`config.mk`:
```
export PLATFORM = sky130hd
export DESIGN_NAME = sisc_fetch_unit
export DESIGN_NICKNAME = d
export VERILOG_FILES = /design/src/rtl/sisc_pkg.sv /design/src/rtl/sisc_branch_eval.sv /design/src/rtl/sisc_fetch_unit.sv
export SDC_FILE = /design/constraint.sdc
export NUM_CORES = 1
export LEC_CHECK = 0
export ABC_AREA = 1
export CORE_ASPECT_RATIO = 0.7
export CORE_MARGIN = 5
export CORE_UTILIZATION = 53
export CTS_CLUSTER_DIAMETER = 50
export DETAILED_ROUTE_END_ITERATION = 7
export PLACE_DENSITY = 0.86
export SYNTH_ARGS = -nofsm -noshare
export SYNTH_HDL_FRONTEND = slang
export SYNTH_SLANG_ARGS = --single-unit
```
`constraint.sdc`:
```
create_clock -name clk -period 3.1 [get_ports clk]
set_input_delay 0.31 -clock clk [delete_from_list [all_inputs] [get_ports clk]]
set_output_delay 0.31 -clock clk [all_outputs]
set_load 0.05 [all_outputs]
```
`src/rtl/sisc_pkg.sv`:
```
// Shared constants for the SISC datapath: opcodes,
// instruction field positions, fetch FSM states.
package sisc_pkg;

  localparam int OPC_W = 4;
  localparam int MM_W  = 4;
  localparam int IMM_W = 16;
  localparam int ST_W  = 4;

  localparam int OPC_MSB = 31;
  localparam int OPC_LSB = 28;
  localparam int MM_MSB  = 27;
  localparam int MM_LSB  = 24;
  localparam int IMM_MSB = 15;
  localparam int IMM_LSB = 0;

  localparam logic [OPC_W-1:0] NOOP   = 4'd0;
  localparam logic [OPC_W-1:0] LOD    = 4'd1;
  localparam logic [OPC_W-1:0] STR    = 4'd2;
  localparam logic [OPC_W-1:0] SWP    = 4'd3;
  localparam logic [OPC_W-1:0] BRA    = 4'd4;
  localparam logic [OPC_W-1:0] BRR    = 4'd5;
  localparam logic [OPC_W-1:0] BNE    = 4'd6;
  localparam logic [OPC_W-1:0] BNR    = 4'd7;
  localparam logic [OPC_W-1:0] ALU_OP = 4'd8;
  localparam logic [OPC_W-1:0] HLT    = 4'd15;

  localparam logic [MM_W-1:0] AM_IMM = 4'd8;

  typedef enum logic {
    IDLE = 1'b0,
    REQ  = 1'b1
  } fetch_st_e;

endpackage

```
`src/rtl/sisc_branch_eval.sv`:
```
// Branch-condition evaluation on the current IR
// fields and status register.
module sisc_branch_eval
  import sisc_pkg::*;
(
  input  logic [OPC_W-1:0] opcode,
  input  logic [MM_W-1:0]  mm,
  input  logic [ST_W-1:0]  stat,
  output logic             taken
);

  logic hit_set;
  logic hit_clr;
  logic any;

  assign hit_set = (opcode == BRA) || (opcode == BRR);
  assign hit_clr = (opcode == BNE) || (opcode == BNR);
  assign any     = |(stat & mm);

  // taken decode: set-branches need a masked flag, clear-branches none
  always_comb begin
    taken = 1'b0;
    unique case (1'b1)
      hit_set: taken = any;
      hit_clr: taken = ~any;
      default: taken = 1'b0;
    endcase
  end

endmodule

```
`src/rtl/sisc_fetch_unit.sv`:
```
// SISC fetch unit: PC, IR, status register and the
// imem req/ack fetch handshake with timeout.
module sisc_fetch_unit
  import sisc_pkg::*;
#(
  parameter int PC_W    = 16,
  parameter int IW      = 32,
  parameter int TIMEOUT = 15
) (
  input  logic            clk,
  input  logic            rst_f,
  input  logic            pc_rst,
  input  logic            pc_write,
  input  logic            pc_sel,
  input  logic            br_sel,
  input  logic            ir_load,
  input  logic [3:0]      stat_in,
  input  logic            stat_en,
  input  logic            imem_ack,
  input  logic [IW-1:0]   imem_rdata,
  output logic            imem_req,
  output logic [PC_W-1:0] imem_addr,
  output logic [3:0]      opcode,
  output logic [3:0]      mm,
  output logic [3:0]      stat,
  output logic [IW-1:0]   ir,
  output logic [PC_W-1:0] pc,
  output logic            fetch_busy,
  output logic            fetch_err
);

  localparam int CW = $clog2(TIMEOUT + 1);

  fetch_st_e state_q, state_d;

  logic [PC_W-1:0] pc_q, pc_d;
  logic [PC_W-1:0] addr_q, addr_d;
  logic [IW-1:0]   ir_q, ir_d;
  logic [ST_W-1:0] stat_q, stat_d;
  logic [CW-1:0]   cnt_q, cnt_d;
  logic            err_q, err_d;

  logic                   taken;
  logic                   tmo;
  logic [IMM_W-1:0]       imm;
  logic signed [IMM_W-1:0] imm_s;
  logic [PC_W-1:0]        tgt_abs;
  logic [PC_W-1:0]        tgt_rel;

  assign imm     = ir_q[IMM_MSB:IMM_LSB];
  assign imm_s   = $signed(imm);
  assign tgt_abs = PC_W'(imm);
  assign tgt_rel = pc_q + PC_W'(imm_s);
  assign tmo     = (cnt_q == CW'(TIMEOUT));

  sisc_branch_eval u_br (
    .opcode (ir_q[OPC_MSB:OPC_LSB]),
    .mm     (ir_q[MM_MSB:MM_LSB]),
    .stat   (stat_q),
    .taken  (taken)
  );

  // fetch FSM state register
  always_ff @(posedge clk or negedge rst_f) begin
    if (!rst_f) state_q <= IDLE;
    else        state_q <= state_d;
  end

  // fetch FSM next state
  always_comb begin
    state_d = state_q;
    if (pc_rst) begin
      state_d = IDLE;
    end else begin
      unique case (state_q)
        IDLE: if (ir_load) state_d = REQ;
        REQ:  if (imem_ack || tmo) state_d = IDLE;
        default: state_d = IDLE;
      endcase
    end
  end

  // datapath next values driven by the FSM and ctrl commands
  always_comb begin
    pc_d   = pc_q;
    addr_d = addr_q;
    ir_d   = ir_q;
    stat_d = stat_q;
    cnt_d  = cnt_q;
    err_d  = err_q;
    if (pc_rst) begin
      pc_d  = '0;
      err_d = 1'b0;
    end else begin
      unique case (state_q)
        IDLE: begin
          if (ir_load) begin
            addr_d = pc_q;
            cnt_d  = '0;
          end
        end
        REQ: begin
          if (imem_ack) begin
            ir_d = imem_rdata;
          end else if (tmo) begin
            ir_d  = '0;
            err_d = 1'b1;
          end else begin
            cnt_d = cnt_q + 1'b1;
          end
        end
        default: ;
      endcase
      if (pc_write) begin
        if (!pc_sel)    pc_d = pc_q + 1'b1;
        else if (taken) pc_d = br_sel ? tgt_abs : tgt_rel;
      end
      if (stat_en) stat_d = stat_in;
    end
  end

  // datapath registers
  always_ff @(posedge clk or negedge rst_f) begin
    if (!rst_f) begin
      pc_q   <= '0;
      addr_q <= '0;
      ir_q   <= '0;
      stat_q <= '0;
      cnt_q  <= '0;
      err_q  <= 1'b0;
    end else begin
      pc_q   <= pc_d;
      addr_q <= addr_d;
      ir_q   <= ir_d;
      stat_q <= stat_d;
      cnt_q  <= cnt_d;
      err_q  <= err_d;
    end
  end

  assign imem_req   = (state_q == REQ);
  assign imem_addr  = addr_q;
  assign ir         = ir_q;
  assign opcode     = ir_q[OPC_MSB:OPC_LSB];
  assign mm         = ir_q[MM_MSB:MM_LSB];
  assign stat       = stat_q;
  assign pc         = pc_q;
  assign fetch_err  = err_q;
  assign fetch_busy = (state_q == REQ)
                    | ((state_q == IDLE) & ir_load);

endmodule

```
After elaboration in Yosys (flattened, before gate mapping)

Cells that the tools add are included.

Eq/ne operators: 10
Bitwise logic cells: 6
Mux-type cells: 20
$add $sub $neg: 3
Reductions and logical operators: 14

Operator list:

| kind                  | count |
|---|---|
| $mux 16               | 5 |
| $mux 32               | 2 |
| $add 16x1->16 const B | 1 |
| $add 16x16->16        | 1 |
| $eq 4x3->1 const B    | 4 |
| $mux 4                | 3 |
| $reduce_and 3->1      | 3 |
| $ne 2x2->1 const B    | 4 |
| $pmux 4 s2            | 1 |
| $reduce_bool 2->1     | 4 |
| $mux 1                | 7 |
| $add 4x1->4 const B   | 1 |
| $and 4x4->4           | 1 |
| $eq 4x4->1 const B    | 1 |
| $pmux 1 s2            | 2 |
| $reduce_and 2->1      | 2 |
| $reduce_and 4->1      | 1 |
| $reduce_or 4->1       | 1 |
| $logic_or 1x1->1      | 3 |
| $ne 3x2->1 const B    | 1 |
| $not 1->1             | 3 |
| $and 1x1->1           | 1 |
| $or 1x1->1            | 1 |

Input bits: 45
Register bits: 74

Logic depth before layout (Yosys ltp)

Gate-level depths: netlist (run 1).

Depth after elaboration: 8
Depth in mapped cells: 13

Hierarchy

A second synthesis (run 1) with hierarchy kept.

Cell total of the unflattened synthesis: 639
Area, all modules: 4,818.4 sq um

By module, submodules not included:

| module           | instances | area an instance (sq um) | cells an instance |
|---|---|---|---|
| sisc_fetch_unit  | 1         | 4,760.8                  | 624 |
| sisc_branch_eval | 1         | 57.6                     | 15 |

Least setup slack after synthesis (run 1)

OpenSTA, ideal clock, no wires.

Path kind: flip-flop to flip-flop
Start: reg pc_q[0] (netlist: pc[0])
End: reg pc_q[12] (netlist: pc[12])
Arrival: 1,977 ps
Cell stages (with the launch flop): 14
Setup slack: 1,004 ps
Buffers on the path: 0
Period minus slack after synthesis: 2,096 ps
Cell sequence: dfrtp_1 > ha_1 > inv_1 > fa_1 > inv_1 > nand3_1 > nand3_1 > nand3_1 > nand3_1 > nand2_1 > nand3_1 > nand2_1 > nand2_1 > nand2_1

Cells in the longest elaborated chain, start to end: 6
Elaborated cells between the ends (all ways): 7
Classes of those cells: 2 x add/sub; 5 x mux

Ends and longest elaborated chain:

| element                | RTL line               | RTL |
|---|---|---|
| start, declared        | sisc_fetch_unit.sv:36  | `logic [PC_W-1:0] pc_q, pc_d;` |
| start signal, assigned | sisc_fetch_unit.sv:132 | `pc_q <= pc_d;` |
| $add 16x16->16         | sisc_fetch_unit.sv:53  | `assign tgt_rel = pc_q + PC_W'(imm_s);` |
| $mux 16 (2 in a row)   | sisc_fetch_unit.sv:116 | `else if (taken) pc_d = br_sel ? tgt_abs : tgt_rel;` |
| $mux 16 *              | sisc_fetch_unit.sv:115 | `if (!pc_sel) pc_d = pc_q + 1'b1;` |
| $mux 16 *              | sisc_fetch_unit.sv:114 | `if (pc_write) begin` |
| $mux 16 *              | sisc_fetch_unit.sv:91  | `if (pc_rst) begin` |

Mark *: on every way between the ends. The rest lies on a longest branch, timed or not. The select of a mux whose other input is x is not followed.
A chain may end at the register's enable or synchronous reset.

Worst setup path in the final report (run 1)

Start: reg cnt_q[0]
End: reg ir_q[27] (netlist: ir[27])

Cells in the longest elaborated chain, start to end: 3

Ends and longest elaborated chain:

| element                     | RTL line               | RTL |
|---|---|---|
| start, declared             | sisc_fetch_unit.sv:40  | `logic [CW-1:0] cnt_q, cnt_d;` |
| start signal, assigned      | sisc_fetch_unit.sv:136 | `cnt_q <= cnt_d;` |
| $eq 4x4->1                  | sisc_fetch_unit.sv:54  | `assign tmo = (cnt_q == CW'(TIMEOUT));` |
| $reduce_bool 2->1 (no line) | -                      |  |
| $reduce_and 3->1 (no line)  | -                      |  |
| end signal, assigned        | sisc_fetch_unit.sv:134 | `ir_q <= ir_d;` |
| end, declared               | sisc_fetch_unit.sv:38  | `logic [IW-1:0] ir_q, ir_d;` |

Every way passes these cells.

==> key figures, run 1 <==
Routing
  – Initial DRC count: 535
  – TritonRoute pass-1 iters: 5
  – Routed WL per cell: 16.0 um
  – Total Wirelength: 14.3 mm
  – DRC viols: 0
  – Antenna Nets Post-Route: 0
  – Vias post-DR: 4917
  – Vias/cell: 5.53

Run status
  – Status: finished clean

Synthesis
  – Avg Inst Size Synth: 7.11 um^2
  – Seq/Total Area, Yosys: 0.396
  – Synth area leaders: dfrtp_1 (40%), nand2_1 (16%), nand3_1 (7.5%), o21ai_0 (6.3%), inv_1 (5.9%)
  – Yosys reg bits: 74
  – Synth Cell Area: 4680 um^2
  – Synth async-reset ratio: 1.00
  – Synth unique cells: 34
  – Most frequent cell after synthesis: nand2_1
  – Number of synthesized flops with an enable pin: 0
  – Synthesized Nets: 721
  – Primary FF master, synth: dfrtp_1
  – Synth area leader: dfrtp_1
  – Ys Warns: 0
  – Yosys top cell area share: 0.396
  – Synth cell count leaders: nand2_1 (204), dfrtp_1 (74), inv_1 (73)
  – Mapped Cells: 658

Flow run
  – Maximum capacitance violations: 0

Global route
  – Largest net degree at the start of global routing: 75
  – GRT Total Usage: 0.276
  – GR Overflow Total: 0
  – Global-route wire length before repair: 23.6 mm
  – Initial antenna violation count: 0
  – Vias in the first global route: 4812

Floorplanning
  – Area of the die: 10800 um^2
  – I/O pins: 124
  – Initial Utilization: 0.549
  – Die Y: 88.6 um
  – Floorplan core area: 8510 um^2
  – # rows: 28
  – Die width: 122 um

Pwr
  – Worst VDD drop: 393 uV
  – Static Leak: 3.03 nW
  – PwrDens: 583 nW/um^2

Placement
  – # port buffers: 123
  – Cell total after placement: 874
  – Post-detail-place hpwl: 10.5 mm
  – Final Wtd Congestion: 0.934

Clock tree
  – Worst skew pair latency: 0.34 ns
  – Post-CTS Hold Buffers: 0
  – Clk slew on worst S/H paths: 0.06 ns
  – Clock H-tree levels: 3
  – Post_cts resized: 0
  – CTS Buf Count: 9
  – Post-CTS Setup Bufs: 0
  – Max clock buf depth: 2
  – Clock sink count: 74
  – CTS root buf: clkbuf_16
  – TritonCTS clock tree: built

Finish
  – ANT cells: 0
  – Post-Layout Cell Count: 889
  – # fillers: 668
  – Share of cells above drive strength 1: 0.0546
  – Synth-to-Final Area Change: 32.6%
  – Nets: 828

Worst setup path
  – Crit-path cells: ha_1 > nand3_1 > a21oi_2 > inv_2 > nor2_4 > nand3_1 > o21ai_0
  – CP peak stage delay: 0.70 ns
  – Most used cell, CP: nand3_1
  – Worst Path Max Fanout: 41
  – Critical Path RT: 3.34 ns
  – CP bufs+invs: 1
  – Slowest stage cell, crit path: nor2_4
  – Worst Path Arrival: 2.65 ns
  – Crit path launch type: flip-flop
  – Cell family with most CP delay: simple AND/OR/NAND/NOR gates
  – Crit Path Class: reg -> reg
  – CP Capture Type: flip-flop

Timing
  – Crit path time final: 2.41 ns
  – Final slew viol count: 0
  – Highest clock rate: 414 MHz
  – Worst slew pin tran: 0.933 ns
  – RSZ-0062 raised after global routing: false
  – Slew headroom: 0.378
  – TNS Setup: 0 ns
  – Period utilization: 0.778
  – Final Setup Violations: 0
  – Fin. Hold Viols: 0
  – Setup Skew: 0.00458 ns

Worst hold path
  – Worst Hold Class: in -> async
-- kinds of logic (layout without fill, tap and decap cells) --
group / Yosys count / count (layout) / synth area share
AND/OR/NAND/NOR: 337 / 337 / 0.309
buffers and inverters: 110 / 221 / 0.105
adder cells (fa/ha/maj): 18 / 18 / 0.0498
XOR/XNOR: 4 / 4 / 0.00749
flip-flops: 74 / 74 / 0.396
multiplexers: 2 / 2 / 0.00482
AO/OA/AOI/OAI: 113 / 113 / 0.128
-- routing by layer --
layer  GRT usage  vias to the layer above  part of all wire
met5           0                        -                 0
met2       0.458                      255              0.46
met4      0.0671                        0             0.013
li1            -                     2343                 -
met3      0.0728                       23              0.10
met1       0.367                     2296              0.42
-- final cells by class --
class | instances | area [um^2] | area share
multi-input cells | 474 | 2330 | 0.376
flip-flops and latches | 74 | 1850 | 0.299
repair buffers | 128 | 1270 | 0.204
inverters | 78 | 293 | 0.0472
clock buffers | 9 | 225 | 0.0363
well taps | 120 | 150 | 0.0242
clock inverters | 6 | 82.6 | 0.0133
-- stage by stage --
step | util | cell area (um^2) | setup slack (ns) | total power, W | hold slack, ns
floorplan | - | 4680 | 1.00 | 0.00206 | 0.0144
global placement | 0.692 | 5890 | 0.856 | 0.00249 | 0.455
detailed placement | 0.692 | 5890 | 0.699 | 0.00252 | 0.462
CTS | 0.728 | 6200 | 0.770 | 0.00362 | 0.146
global route | 0.728 | 6200 | 0.504 | 0.00377 | 0.199
finish | 0.728 | 6200 | 0.687 | 0.00362 | 0.0989
-- flip-flops by register name (all words and copies together), names as in the netlist --
signal,flops
imem_addr,16
ir,32
fetch_err,1
pc,16
imem_req,1
cnt_q,4
stat,4
-- worst reg2reg max path, cell delays in order (launching register included) --
cell	delay [ns]
dfrtp_1	0.39
ha_1	0.19
nand3_1	0.15
a21oi_2	0.25
inv_2	0.21
nor2_4	0.70
nand3_1	0.24
o21ai_0	0.18
-- layout by cell type (no fill, tap or decap), types with 4 or more instances in the layout --
cell and instances:
nor2_1 31, xor2_1 4, dfrtp_1 74, clkbuf_16 9, clkdlybuf4s50_1 122, buf_4 6, nand2_2 4, nor3_1 8
o21ai_0 59, a21oi_1 40, ha_1 17, o21ai_1 7, nand3_1 70, nand4_1 8, nand2_1 204, inv_1 73
-- final timing paths --
kind                                           from                       end  slack [ns]  depth (start not counted)
max                            cnt_q[0]$_DFFE_PN0P_        ir[27]$_DFFE_PN0P_        0.69                          7
min                                           rst_f        ir[19]$_DFFE_PN0P_         0.1                          1
max reg2reg                    cnt_q[0]$_DFFE_PN0P_        ir[27]$_DFFE_PN0P_        0.69                          7
min reg2reg                imem_addr[8]$_DFFE_PN0P_  imem_addr[8]$_DFFE_PN0P_        0.47                          2
max in group asynchronous                     rst_f        pc[15]$_DFFE_PN0P_        2.38                          1
min in group clk           imem_addr[8]$_DFFE_PN0P_  imem_addr[8]$_DFFE_PN0P_        0.47                          2
-- where the power goes --
| group | internal, W | switching [W] | leakage, nW | total (W) |
|---|---|---|---|---|
| Combinational | 0.000428 | 0.000874 | 1.90 | 0.00130 |
| Clock | 0.000695 | 0.000400 | 0.151 | 0.00110 |
| Sequential | 0.00109 | 0.000134 | 0.980 | 0.00122 |
| Total | 0.00221 | 0.00141 | 3.03 | 0.00362 |
No activity file was read; power rests on OpenSTA's default activity.
==> run 2: changes to the inputs <==
--- a/config.mk
+++ b/config.mk
@@ -8,10 +8,10 @@
 export ABC_AREA = 1
 export CORE_ASPECT_RATIO = 0.7
 export CORE_MARGIN = 5
-export CORE_UTILIZATION = 53
+export CORE_UTILIZATION = 49
 export CTS_CLUSTER_DIAMETER = 50
 export DETAILED_ROUTE_END_ITERATION = 7
-export PLACE_DENSITY = 0.86
+export PLACE_DENSITY = 0.81
 export SYNTH_ARGS = -nofsm -noshare
 export SYNTH_HDL_FRONTEND = slang
 export SYNTH_SLANG_ARGS = --single-unit
==> constraint.sdc (replaced) <==
create_clock -name clk -period 2.4 [get_ports clk]
set_input_delay 0.24 -clock clk [delete_from_list [all_inputs] [get_ports clk]]
set_output_delay 0.24 -clock clk [all_outputs]
set_load 0.05 [all_outputs]
==> key figures, run 2 (synthesized netlist as in run 1, its figures left out) <==
Pwr
  – PwrDens: 748 nW/um^2
  – Worst VDD drop: 487 uV
  – Power Total: 0.00472 W
  – Static Leak: 3.08 nW

Worst setup path
  – Crit path launch type: flip-flop
  – Critical Path RT: 2.63 ns
  – Worst Path Arrival: 2.31 ns
  – Worst Path Max Fanout: 6
  – CP Capture Type: flip-flop
  – Crit Path Class: reg -> reg

Clock tree
  – Clock sink count: 74
  – CTS root buf: clkbuf_16
  – Clk slew on worst S/H paths: 0.06 ns
  – TritonCTS clock tree: built
  – CTS Buf Count: 9
  – Max clock buf depth: 2
  – Post-CTS Hold Buffers: 0
  – Worst skew pair latency: 0.33 ns
  – Post_cts resized: 0
  – Post-CTS Setup Bufs: 0
  – Clock H-tree levels: 3

Flow run
  – Maximum capacitance violations: 0

Global route
  – GRT Total Usage: 0.247
  – Initial antenna violation count: 0
  – Vias in the first global route: 4725
  – GR Overflow Total: 0
  – Global-route wire length before repair: 23.5 mm
  – Largest net degree at the start of global routing: 75

Floorplanning
  – Die Y: 91.7 um
  – Area of the die: 11600 um^2
  – I/O pins: 124
  – Die width: 127 um
  – # rows: 29
  – Floorplan core area: 9180 um^2
  – Initial Utilization: 0.509

Timing
  – TNS Setup: 0 ns
  – Fin. Hold Viols: 0
  – Final slew viol count: 0
  – Worst Slack Setup Final: 0.313 ns
  – Setup Skew: 0.00442 ns
  – Worst slew pin tran: 0.929 ns
  – RSZ-0062 raised after global routing: false
  – Crit path time final: 2.09 ns
  – Period utilization: 0.869
  – Highest clock rate: 479 MHz
  – Final Setup Violations: 0
  – Slew headroom: 0.381

Routing
  – Routed WL per cell: 15.7 um
  – Total Wirelength: 14.2 mm
  – DRC viols: 0
  – Initial DRC count: 347
  – Antenna Nets Post-Route: 0
  – Vias post-DR: 4819
  – Vias/cell: 5.33
  – TritonRoute pass-1 iters: 6

Finish
  – Multi-input gate area: 2330 um^2
  – Nets: 838
  – Fin util: 0.687
  – Synth-to-Final Area Change: 34.8%
  – Reg area: 1850 um^2
  – ANT cells: 0
  – Share of cells above drive strength 1: 0.0667
  – Commonest non-fill, non-tap cells in the layout: nand2_1 (204), clkdlybuf4s50_1 (122), dfrtp_1 (74)
  – Most common cell after layout, fill and taps aside: nand2_1
  – # fillers: 761
  – Max reg flops: 32

Run status
  – Status: finished clean

Worst hold path
  – Worst Hold Class: in -> async

Placement
  – # port buffers: 123
  – Final Wtd Congestion: 0.943
  – Setup WS pre-CTS: 0.292 ns
  – Post-detail-place hpwl: 10.6 mm
-- run 2: cell count changes in the layout (fill, tap and decap cells not counted), sizes merged --
cell and delta:
buf +10, clkinv -2, clkbuf +1, clkinvlp +1, inv +1
-- run 2: power breakdown --
| group | internal, W | total [W] | switching [W] |
|---|---|---|---|
| sequential | 0.00140 | 0.00156 | 0.000157 |
| clock | 0.000912 | 0.00144 | 0.000531 |
| combinational | 0.000571 | 0.00171 | 0.00114 |
| total | 0.00289 | 0.00472 | 0.00183 |
-- run 2: worst max-delay path: stages, from the launching register on --
cell	delay, ns
dfrtp_1	0.47
ha_1	0.23
inv_1	0.06
fa_1	0.36
inv_1	0.12
nand3_1	0.09
nand3_1	0.14
nand3_1	0.12
nand3_1	0.09
nand2_1	0.06
nand3_1	0.06
nand2_1	0.07
nand2_1	0.07
nand2_1	0.04
-- run 2: layer usage --
layer | wire length [um] | GRT usage | vias up
li1 | - | - | 2358
met2 | 6270 | 0.388 | 218
met1 | 6400 | 0.348 | 2224
met5 | 0 | 0 | -
met4 | 170 | 0.0536 | 0
met3 | 1350 | 0.0592 | 19
-- run 2: area by class of cell --
| cell class | count | share of cell area |
|---|---|---|
| Clock buffer | 10 | 0.0363 |
| Clock inverter | 6 | 0.0141 |
| Inverter | 78 | 0.0465 |
| Multi-Input combinational cell | 474 | 0.370 |
| Sequential cell | 74 | 0.294 |
| Tap cell | 124 | 0.0246 |
| Timing Repair Buffer | 138 | 0.215 |
-- run 2: path summary, 6_finish.rpt --
check / startpoint / end / cells after the start / slack [ns]
worst max-delay path: pc[0]$_DFFE_PN0P_ / pc[12]$_DFFE_PN0P_ / 13 / 0.31
worst min-delay path: rst_f / ir[20]$_DFFE_PN0P_ / 1 / 0.04
worst max register to register: pc[0]$_DFFE_PN0P_ / pc[12]$_DFFE_PN0P_ / 13 / 0.31
worst min register to register: imem_addr[9]$_DFFE_PN0P_ / imem_addr[9]$_DFFE_PN0P_ / 2 / 0.48
max in group asynchronous: rst_f / imem_addr[14]$_DFFE_PN0P_ / 1 / 1.75
min in group clk: imem_rdata[17] / ir[17]$_DFFE_PN0P_ / 3 / 0.46
-- run 2: stage by stage --
step           hold WS, ns  instances  area [um^2]
3_5_place_dp         0.438        888         5980
2_1_floorplan      -0.0556        658         4680
5_1_grt              0.122        904         6300
3_3_place_gp         0.424        888         5980
6_report            0.0389        904         6300
4_1_cts             0.0775        904         6300
==> run 3: changes to the inputs <==
--- a/config.mk
+++ b/config.mk
@@ -6,7 +6,6 @@
 export NUM_CORES = 1
 export LEC_CHECK = 0
 export ABC_AREA = 1
-export CORE_ASPECT_RATIO = 0.7
 export CORE_MARGIN = 5
 export CORE_UTILIZATION = 49
 export CTS_CLUSTER_DIAMETER = 50
==> key figures, run 3 (synthesized netlist as in run 1, its figures left out) <==
Run status
  – Status: finished clean

Finish
  – Nets: 830
  – Synth-to-Final Area Change: 30.7%
  – Max reg flops: 32
  – ANT cells: 0
  – Most common cell after layout, fill and taps aside: nand2_1
  – Design area: 6110 um^2
  – # fillers: 835
  – Share of cells above drive strength 1: 0.0570
  – Commonest non-fill, non-tap cells in the layout: nand2_1 (204), clkdlybuf4s50_1 (122), dfrtp_1 (74)

Timing
  – Period utilization: 0.857
  – TNS Setup: 0 ns
  – Final Setup Violations: 0
  – Worst Slack Setup Final: 0.344 ns
  – Worst slew pin tran: 0.942 ns
  – Slew headroom: 0.372
  – Setup Skew: 0.0144 ns
  – Final slew viol count: 0
  – RSZ-0062 raised after global routing: false
  – Fin. Hold Viols: 0
  – Highest clock rate: 486 MHz
  – Crit path time final: 2.06 ns
  – Hold slack: 0.00416 ns

Pwr
  – Power Total: 0.00421 W
  – PwrDens: 689 nW/um^2
  – Worst VDD drop: 547 uV
  – Static Leak: 2.98 nW

Floorplanning
  – # rows: 35
  – I/O pins: 124
  – Initial Utilization: 0.504
  – Die Y: 108 um
  – Area of the die: 11600 um^2
  – Floorplan core area: 9280 um^2
  – Die width: 108 um

Global route
  – GR Overflow Total: 0
  – Largest net degree at the start of global routing: 75
  – Initial antenna violation count: 0
  – Vias in the first global route: 4729
  – GRT Total Usage: 0.237
  – Global-route wire length before repair: 22.2 mm

Placement
  – Placed Area: 5920 um^2
  – Post-detail-place hpwl: 10.1 mm
  – Setup WS pre-CTS: 0.401 ns
  – Final Wtd Congestion: 0.914
  – # port buffers: 123

Routing
  – Vias/cell: 5.32
  – DRC viols: 0
  – Total Wirelength: 13.2 mm
  – Vias post-DR: 4791
  – Routed WL per cell: 14.6 um
  – Antenna Nets Post-Route: 0
  – TritonRoute pass-1 iters: 6
  – Initial DRC count: 388

Clock tree
  – TritonCTS clock tree: built
  – Max clock buf depth: 2
  – Clk slew on worst S/H paths: 0.09 ns
  – CTS Buf Count: 9
  – Worst skew pair latency: 0.36 ns
  – CTS root buf: clkbuf_8
  – Clock sink count: 74
  – Post_cts resized: 0
  – Post-CTS Setup Bufs: 0
  – Post-CTS Hold Buffers: 0
  – Clock H-tree levels: 3

Worst setup path
  – Worst Path Arrival: 2.30 ns
  – Crit path launch type: flip-flop
  – Critical Path RT: 2.65 ns
  – Crit Path Class: reg -> reg
  – Worst Path Max Fanout: 6
  – CP Capture Type: flip-flop

Flow run
  – Maximum capacitance violations: 0

Worst hold path
  – Worst Hold Class: in -> async
-- run 3: cell type report --
type                            count  area, um^2  share of cell area
Sequential cell                    74        1850               0.303
Tap cell                          129         161              0.0264
Clock buffer                       10         128              0.0209
Multi-Input combinational cell    474        2330               0.381
Timing Repair Buffer              130        1280               0.210
Inverter                           78         293              0.0479
Clock inverter                      6        66.3              0.0108
-- run 3: routing by layer --
| layer | vias to the layer above | GRT usage | part of all wire |
|---|---|---|---|
| met3 | 28 | 0.0456 | 0.072 |
| met1 | 2233 | 0.310 | 0.44 |
| met5 | - | 0 | 0 |
| met2 | 182 | 0.398 | 0.48 |
| li1 | 2348 | - | - |
| met4 | 0 | 0.0694 | 0.014 |
-- run 3: worst paths after layout --
check | to | from | cells after the start | slack (ns)
setup / recovery | pc[8]$_DFFE_PN0P_ | pc[0]$_DFFE_PN0P_ | 13 | 0.34
hold / removal | ir[23]$_DFFE_PN0P_ | rst_f | 1 | 0.004
min in group clk | ir[14]$_DFFE_PN0P_ | imem_rdata[14] | 3 | 0.42
max in group asynchronous | imem_addr[14]$_DFFE_PN0P_ | rst_f | 1 | 1.77
setup reg to reg | pc[8]$_DFFE_PN0P_ | pc[0]$_DFFE_PN0P_ | 13 | 0.34
hold reg to reg | cnt_q[3]$_DFFE_PN0P_ | cnt_q[3]$_DFFE_PN0P_ | 1 | 0.47
-- run 3: power breakdown --
group          total, W  internal [W]  switching [W]  leakage (nW)
Clock          0.000987      0.000482       0.000505        0.0889
Combinational   0.00166      0.000553        0.00110          1.91
Sequential      0.00157       0.00140       0.000166         0.980
Total           0.00421       0.00243        0.00178          2.98
-- run 3: critical path, stage by stage (launching register included) --
cell	delay [ns]
dfrtp_1	0.48
ha_1	0.21
inv_1	0.06
fa_1	0.35
inv_1	0.12
nand3_1	0.09
nand3_1	0.14
nand2_1	0.09
nand3_1	0.07
nand2_1	0.06
nand3_1	0.07
nand2_1	0.07
nand3_1	0.07
nand2_1	0.05
-- run 3: through the flow --
stage,instances,utilization
after floorplan,658,-
after global placement,885,0.637
after detailed placement,885,0.637
after CTS,901,0.658
after global routing,901,0.658
final,901,0.658
